$ cat config.mk
export PLATFORM = sky130hd
export DESIGN_NAME = bcd_seg_scan
export DESIGN_NICKNAME = d
export VERILOG_FILES = /design/src/rtl/bcd_seg_scan.sv
export SDC_FILE = /design/constraint.sdc
export NUM_CORES = 1
export LEC_CHECK = 0
export BUFFER_PORTS_ARGS = -buffer_cell sky130_fd_sc_hd__buf_2
export CORE_AREA = 2 2 53 93
export CTS_BUF_LIST = sky130_fd_sc_hd__clkbuf_2 sky130_fd_sc_hd__clkbuf_4 sky130_fd_sc_hd__clkbuf_8
export DETAILED_ROUTE_END_ITERATION = 7
export DIE_AREA = 0 0 55 95
export PLACE_DENSITY_LB_ADDON = 0.05
export SLEW_MARGIN = 20
export SYNTH_ARGS = -nofsm -noshare
export SYNTH_HDL_FRONTEND = slang
export SYNTH_SLANG_ARGS = --single-unit
$ cat constraint.sdc
create_clock -name clk -period 3.05 [get_ports clk]
set_input_delay 0.1525 -clock clk [delete_from_list [all_inputs] [get_ports clk]]
set_output_delay 0.1525 -clock clk [all_outputs]
set_load 0.02 [all_outputs]
$ cat src/rtl/bcd_seg_scan.sv
// -----------------------------------------------------------------------------
// bcd_seg_scan
//
// Time-multiplexed 7-segment display driver for unpacked BCD digits.
// One value can wait in a pending buffer. It moves into the display
// register only at the last cycle of a frame, so a frame never shows a
// mix of old and new digits. Each digit slot begins with one cycle in
// which every digit enable is off. This stops the previous digit's
// segments from ghosting onto the next digit.
//
// Parameters:
//   DIGITS     number of scanned digits (>= 1)
//   PRESCALE   clock cycles per digit slot (>= 2)
//   ACTIVE_LOW 1: seg/dp/an are inverted at the pins; 0: active-high
//
// Ports:
//   clk         system clock, rising edge
//   rst         synchronous active-high reset
//   bcd_valid   bcd_in/dp_in offered
//   bcd_ready   pending buffer empty (transfer on bcd_valid & bcd_ready)
//   bcd_in      4*DIGITS unpacked BCD, digit i at [4i+3:4i], digit 0 rightmost
//   dp_in       decimal point per digit
//   seg         segments {g,f,e,d,c,b,a}
//   dp          decimal point of the active digit
//   an          one-hot digit enable
//   frame_tick  one-cycle pulse at the start of each frame
//
// Optional feature: define SEG_LZB_EN for leading-zero blanking. When it is
// enabled, a digit i > 0 shows no segments if it and every higher digit are
// zero. Digit 0 is never blanked.
// -----------------------------------------------------------------------------
module bcd_seg_scan #(
  parameter int DIGITS     = 4,
  parameter int PRESCALE   = 1000,
  parameter bit ACTIVE_LOW = 1'b1
) (
  input  logic                  clk,
  input  logic                  rst,
  input  logic                  bcd_valid,
  output logic                  bcd_ready,
  input  logic [4*DIGITS-1:0]   bcd_in,
  input  logic [DIGITS-1:0]     dp_in,
  output logic [6:0]            seg,
  output logic                  dp,
  output logic [DIGITS-1:0]     an,
  output logic                  frame_tick
);

  localparam int CW = (PRESCALE > 1) ? $clog2(PRESCALE) : 1;
  localparam int IW = (DIGITS > 1) ? $clog2(DIGITS) : 1;
  localparam logic [CW-1:0] CNT_LAST = CW'(PRESCALE - 1);
  localparam logic [IW-1:0] IDX_LAST = IW'(DIGITS - 1);

  logic [CW-1:0]         cnt_reg;
  logic [IW-1:0]         idx_reg;
  logic [4*DIGITS-1:0]   disp_digits_reg;
  logic [DIGITS-1:0]     disp_dp_reg;
  logic [4*DIGITS-1:0]   pend_digits_reg;
  logic [DIGITS-1:0]     pend_dp_reg;
  logic                  pend_full_reg;

  logic                  slot_end;
  logic                  frame_end;

  assign slot_end  = (cnt_reg == CNT_LAST);
  assign frame_end = slot_end && (idx_reg == IDX_LAST);

  // ---------------------------------------------------------------------------
  // Scan counters, pending buffer and frame-boundary commit
  // ---------------------------------------------------------------------------
  always_ff @(posedge clk) begin
    if (rst) begin
      cnt_reg         <= '0;
      idx_reg         <= '0;
      disp_digits_reg <= '0;
      disp_dp_reg     <= '0;
      pend_digits_reg <= '0;
      pend_dp_reg     <= '0;
      pend_full_reg   <= 1'b0;
    end else begin
      if (slot_end) begin
        cnt_reg <= '0;
        idx_reg <= (idx_reg == IDX_LAST) ? '0 : idx_reg + IW'(1);
      end else begin
        cnt_reg <= cnt_reg + CW'(1);
      end

      // A commit and an accept can never occur together. An accept needs
      // pend_full low, and a commit needs it high. So a value accepted in
      // the commit cycle is held until the next frame boundary.
      if (frame_end && pend_full_reg) begin
        disp_digits_reg <= pend_digits_reg;
        disp_dp_reg     <= pend_dp_reg;
        pend_full_reg   <= 1'b0;
      end else if (bcd_valid && !pend_full_reg) begin
        pend_digits_reg <= bcd_in;
        pend_dp_reg     <= dp_in;
        pend_full_reg   <= 1'b1;
      end
    end
  end

  assign bcd_ready = !pend_full_reg;

  // ---------------------------------------------------------------------------
  // Per-digit views of the display register
  // ---------------------------------------------------------------------------
  logic [3:0]        digit_w [DIGITS];
  logic [DIGITS-1:0] blank_w;

  generate
    for (genvar gi = 0; gi < DIGITS; gi++) begin : g_digit
      assign digit_w[gi] = disp_digits_reg[4*gi +: 4];
`ifdef SEG_LZB_EN
      if (gi == 0) begin : g_no_blank
        assign blank_w[gi] = 1'b0;
      end else begin : g_lzb
        // Blank when this digit and everything above it are zero.
        assign blank_w[gi] = (disp_digits_reg[4*DIGITS-1:4*gi] == '0);
      end
`else
      assign blank_w[gi] = 1'b0;
`endif
    end
  endgenerate

  // ---------------------------------------------------------------------------
  // Output decode (Moore: depends only on registers)
  // ---------------------------------------------------------------------------
  function automatic logic [6:0] seg_decode(input logic [3:0] nib);
    logic [6:0] s;
    case (nib)
      4'd0:    s = 7'h3F;
      4'd1:    s = 7'h06;
      4'd2:    s = 7'h5B;
      4'd3:    s = 7'h4F;
      4'd4:    s = 7'h66;
      4'd5:    s = 7'h6D;
      4'd6:    s = 7'h7D;
      4'd7:    s = 7'h07;
      4'd8:    s = 7'h7F;
      4'd9:    s = 7'h6F;
      default: s = 7'h40;  // non-BCD nibble shows a minus sign
    endcase
    return s;
  endfunction

  logic [3:0]        cur_digit;
  logic [6:0]        seg_raw;
  logic              dp_raw;
  logic [DIGITS-1:0] an_raw;

  assign cur_digit = digit_w[idx_reg];
  assign seg_raw   = blank_w[idx_reg] ? 7'h00 : seg_decode(cur_digit);
  assign dp_raw    = disp_dp_reg[idx_reg];
  // First cycle of every slot is the ghosting guard: no digit enabled.
  assign an_raw    = (cnt_reg == '0) ? '0 : (DIGITS'(1) << idx_reg);

  assign seg        = ACTIVE_LOW ? ~seg_raw : seg_raw;
  assign dp         = ACTIVE_LOW ? ~dp_raw  : dp_raw;
  assign an         = ACTIVE_LOW ? ~an_raw  : an_raw;
  assign frame_tick = (cnt_reg == '0) && (idx_reg == '0);

endmodule

==> key figures <==
Die
  – I/O pins: 37
  – Die footprint: 5230 um^2
  – Die Ht: 95 um
  – Die Wd: 55 um
  – Initial Util: 52.4%
  – # rows: 33
  – Core area: 4540 um^2

Critical path
  – Worst path required time: 2.90 ns
  – CP Max Fanout: 10
  – R2R cell count: 6
  – Critical path's slowest cell: mux4_1
  – CP startpoint: idx_reg[0]
  – Kind of launch point of the worst setup path: flop
  – Reg2reg end: disp_digits_reg[15]
  – Arr. time, crit path: 2.44 ns
  – FF-to-FF setup slack: 1.26 ns
  – Largest stage delay, worst path: 0.67 ns
  – Crit Path Class: reg -> out
  – Worst path cell trace: mux4_1 -> ha_1 -> or2_2 -> a21oi_1 -> nor2_1 -> buf_2
  – Critical Path End Type: primary output
  – Worst R2R Start: idx_reg[0]
  – Crit path to: seg[3]

Drt
  – Vias/cell: 5.21
  – WL/cell: 13.0 um
  – DR DRC count: 0
  – ANT nets after route: 0
  – Post-Route WL: 4550 um
  – DR iter-0 viols: 45
  – DR vias: 1820
  – DR pass1 iterations: 4

Synth
  – Synthesized area per cell: 8.91 um^2
  – Post-synth top area cell: dfxtp_1
  – Synth Instances: 267
  – Ranking of synthesized cells by area: dfxtp_1, mux2i_1, nand2_1, a21oi_1, ha_1
  – Top cell type's share of synthesized area: 44.6%
  – Post-synthesis sequential area ratio: 44.6%
  – Synthesis-stage register bit count: 53
  – Post-Syn Nets: 301
  – Warnings from Yosys: 0
  – Distinct cell type count after synthesis: 35
  – Synth Cell Area: 2380 um^2

STA
  – Final setup viols: 0
  – Setup Skew: 0.00799 ns
  – Fin. max-slew vios: 0
  – Final Hold Viols: 0
  – Min Tclk post-route: 2.59 ns
  – Setup TNS: 0 ns
  – Max-slew headroom: 37.1%
  – Period utilisation layout: 84.9%
  – Worst-margin pin slew: 0.944 ns
  – RSZ-0062 raised after global routing: false
  – Max Freq: 0.386 GHz

Global route
  – Initial antenna violation count: 0
  – Met1 usage: 24.3%
  – Global Route met3 Usage: 3.80%
  – First-pass GRT wire length: 7330 um
  – Global Route met2 Usage: 31.5%
  – Vias in the first global route: 1606
  – GRT overflow: 0
  – Largest net degree at the start of global routing: 53
  – Grt peak-use layer: met2
  – Total track usage: 19.1%

Place
  – Placed instance count: 341
  – Post-DP Area: 2560 um^2
  – # port buffers: 36
  – Gpl congestion: 0.763
  – HPWL Detailed: 3200 um

CTS
  – Clock root buffer: clkbuf_8
  – CTS buffer count: 5
  – Clk Latency, worst-skew pair: 0.30 ns
  – CTS clk-pin slew, worst paths: 0.09 ns
  – Post-CTS Setup Bufs: 0
  – CTS Sinks: 53
  – # resized after CTS: 0
  – Cts-stage hold buffer count: 0
  – CTS Buffer Depth: 2
  – Htree depth: 2
  – CTS tree: built

Pwr
  – Pwr/cell area: 484 nW/um^2
  – Leak: 1.28 nW
  – Maximum vdd drop: 475 uV

Job
  – MaxCap Viol Count: 0

Status
  – Status: finished, final reports clean

Cells and area
  – Register area: 1060 um^2
  – Final nets: 330
  – Post-Layout Cell Count: 349
  – Multi-input combinational cell area: 1190 um^2
  – Fill cell count: 448
  – Area growth syn-to-layout: 12.8%
  – Final instance area: 2690 um^2
  – Layout cells sized above 1: 17.5%
  – Ant diodes: 0

Min path
  – Hold Crit Depth: 3
  – Hold WC Path Type: in -> reg
## worst min-delay path by stage
| stage | from | to | slack, ns |
|---|---|---|---|
| CTS | bcd_in[3] | pend_digits_reg[3] | 0.07 |
| global placement | bcd_in[3] | pend_digits_reg[3] | 0.39 |
| floorplan | bcd_in[0] | pend_digits_reg[0] | 0.29 |
| global route | bcd_in[3] | pend_digits_reg[3] | 0.07 |
| finish | bcd_in[1] | pend_digits_reg[1] | 0.08 |
| detailed placement | bcd_in[10] | pend_digits_reg[10] | 0.40 |
## cells in the final DEF, fill, tap and decap left out, types with 2 or more instances in the layout
cell / count
dfxtp_1: 53
nand2_1: 51
buf_2: 36
nor2_1: 31
a21oi_1: 28
mux2i_1: 23
inv_1: 13
ha_1: 11
clkbuf_8: 6
nor3_1: 5
nand3_1: 4
mux4_1: 3
xor2_1: 3
nand4_1: 2
mux4_2: 2
nor2b_1: 2
o21ai_0: 2
and4_1: 2
o211a_1: 2
xnor2_1: 2
buf_4: 2
## per-stage QoR
step | hold WS [ns] | worst slack (ns) | power, mW | utilization [%]
floorplan | 0.288 | 1.06 | 0.792 | -
detailed placement | 0.398 | 0.775 | 0.824 | 56.5
global route | 0.0684 | 0.315 | 1.36 | 59.1
global placement | 0.393 | 0.815 | 0.822 | 56.5
CTS | 0.0712 | 0.440 | 1.32 | 59.1
finish | 0.0786 | 0.461 | 1.30 | 59.1
## kinds of logic (layout without fill, tap and decap cells)
| group | Yosys count | in the layout | synth area share (%) |
|---|---|---|---|
| buffers and inverters | 29 | 59 | 5.21 |
| XOR/XNOR | 5 | 5 | 1.84 |
| flip-flops | 53 | 53 | 44.6 |
| adder cells (fa/ha/maj) | 11 | 11 | 5.78 |
| AND/OR/NAND/NOR | 104 | 104 | 18.9 |
| AO/OA/AOI/OAI | 37 | 37 | 8.83 |
| multiplexers | 28 | 28 | 14.9 |
## critical path: cells and delay by family, from the launching register on
| kind | cells | cell delay [ns] |
|---|---|---|
| fa+ha+maj | 1 | 0.22 |
| buf+inv | 1 | 0.16 |
| flops | 1 | 0.61 |
| mux | 1 | 0.67 |
| simple gates | 2 | 0.35 |
| compound gates | 1 | 0.14 |
## routing by layer
layer | up-vias | part of all wire [%] | wire, um
met2 | 36 | 51 | 2320
met5 | - | 0 | 0
met4 | 0 | 1.1 | 51
met3 | 6 | 3.4 | 155
li1 | 956 | - | -
met1 | 822 | 44 | 2020
## final cells by class
type	count	area share (%)
Multi-Input combinational cell	185	44.5
Sequential cell	53	39.5
Timing Repair Buffer	38	7.27
Clock buffer	7	3.36
Tap cell	52	2.42
Inverter	13	1.82
Clock inverter	1	1.12
## cells in the mapped netlist
cell type	number
buf_4	1
a21oi_1	28
xor2_1	3
buf_2	2
xnor2_1	2
dfxtp_1	53
a21o_1	1
nor2b_1	2
mux4_1	3
nor4_1	1
and4_1	2
nor3_1	5
a31o_2	1
nor2_1	31
nand4_1	2
a22o_1	1
or2_2	1
ha_1	11
inv_1	13
mux4_2	2
o21ai_0	2
buf_6	1
and3_1	1
clkbuf_2	1
clkbuf_1	11
nand3_1	4
mux2i_1	23
nand2_1	51
nor3b_1	1
o211a_1	2
a31oi_1	1
or2_4	1
a311oi_1	1
and4bb_2	1
and2_1	1
## power by group
part	internal, mW	switching, mW	total [mW]
sequential	0.711	0.0130	0.724
combinational	0.0321	0.0504	0.0826
clock	0.277	0.217	0.493
total	1.02	0.280	1.30
No activity file was read; power rests on OpenSTA's default activity.
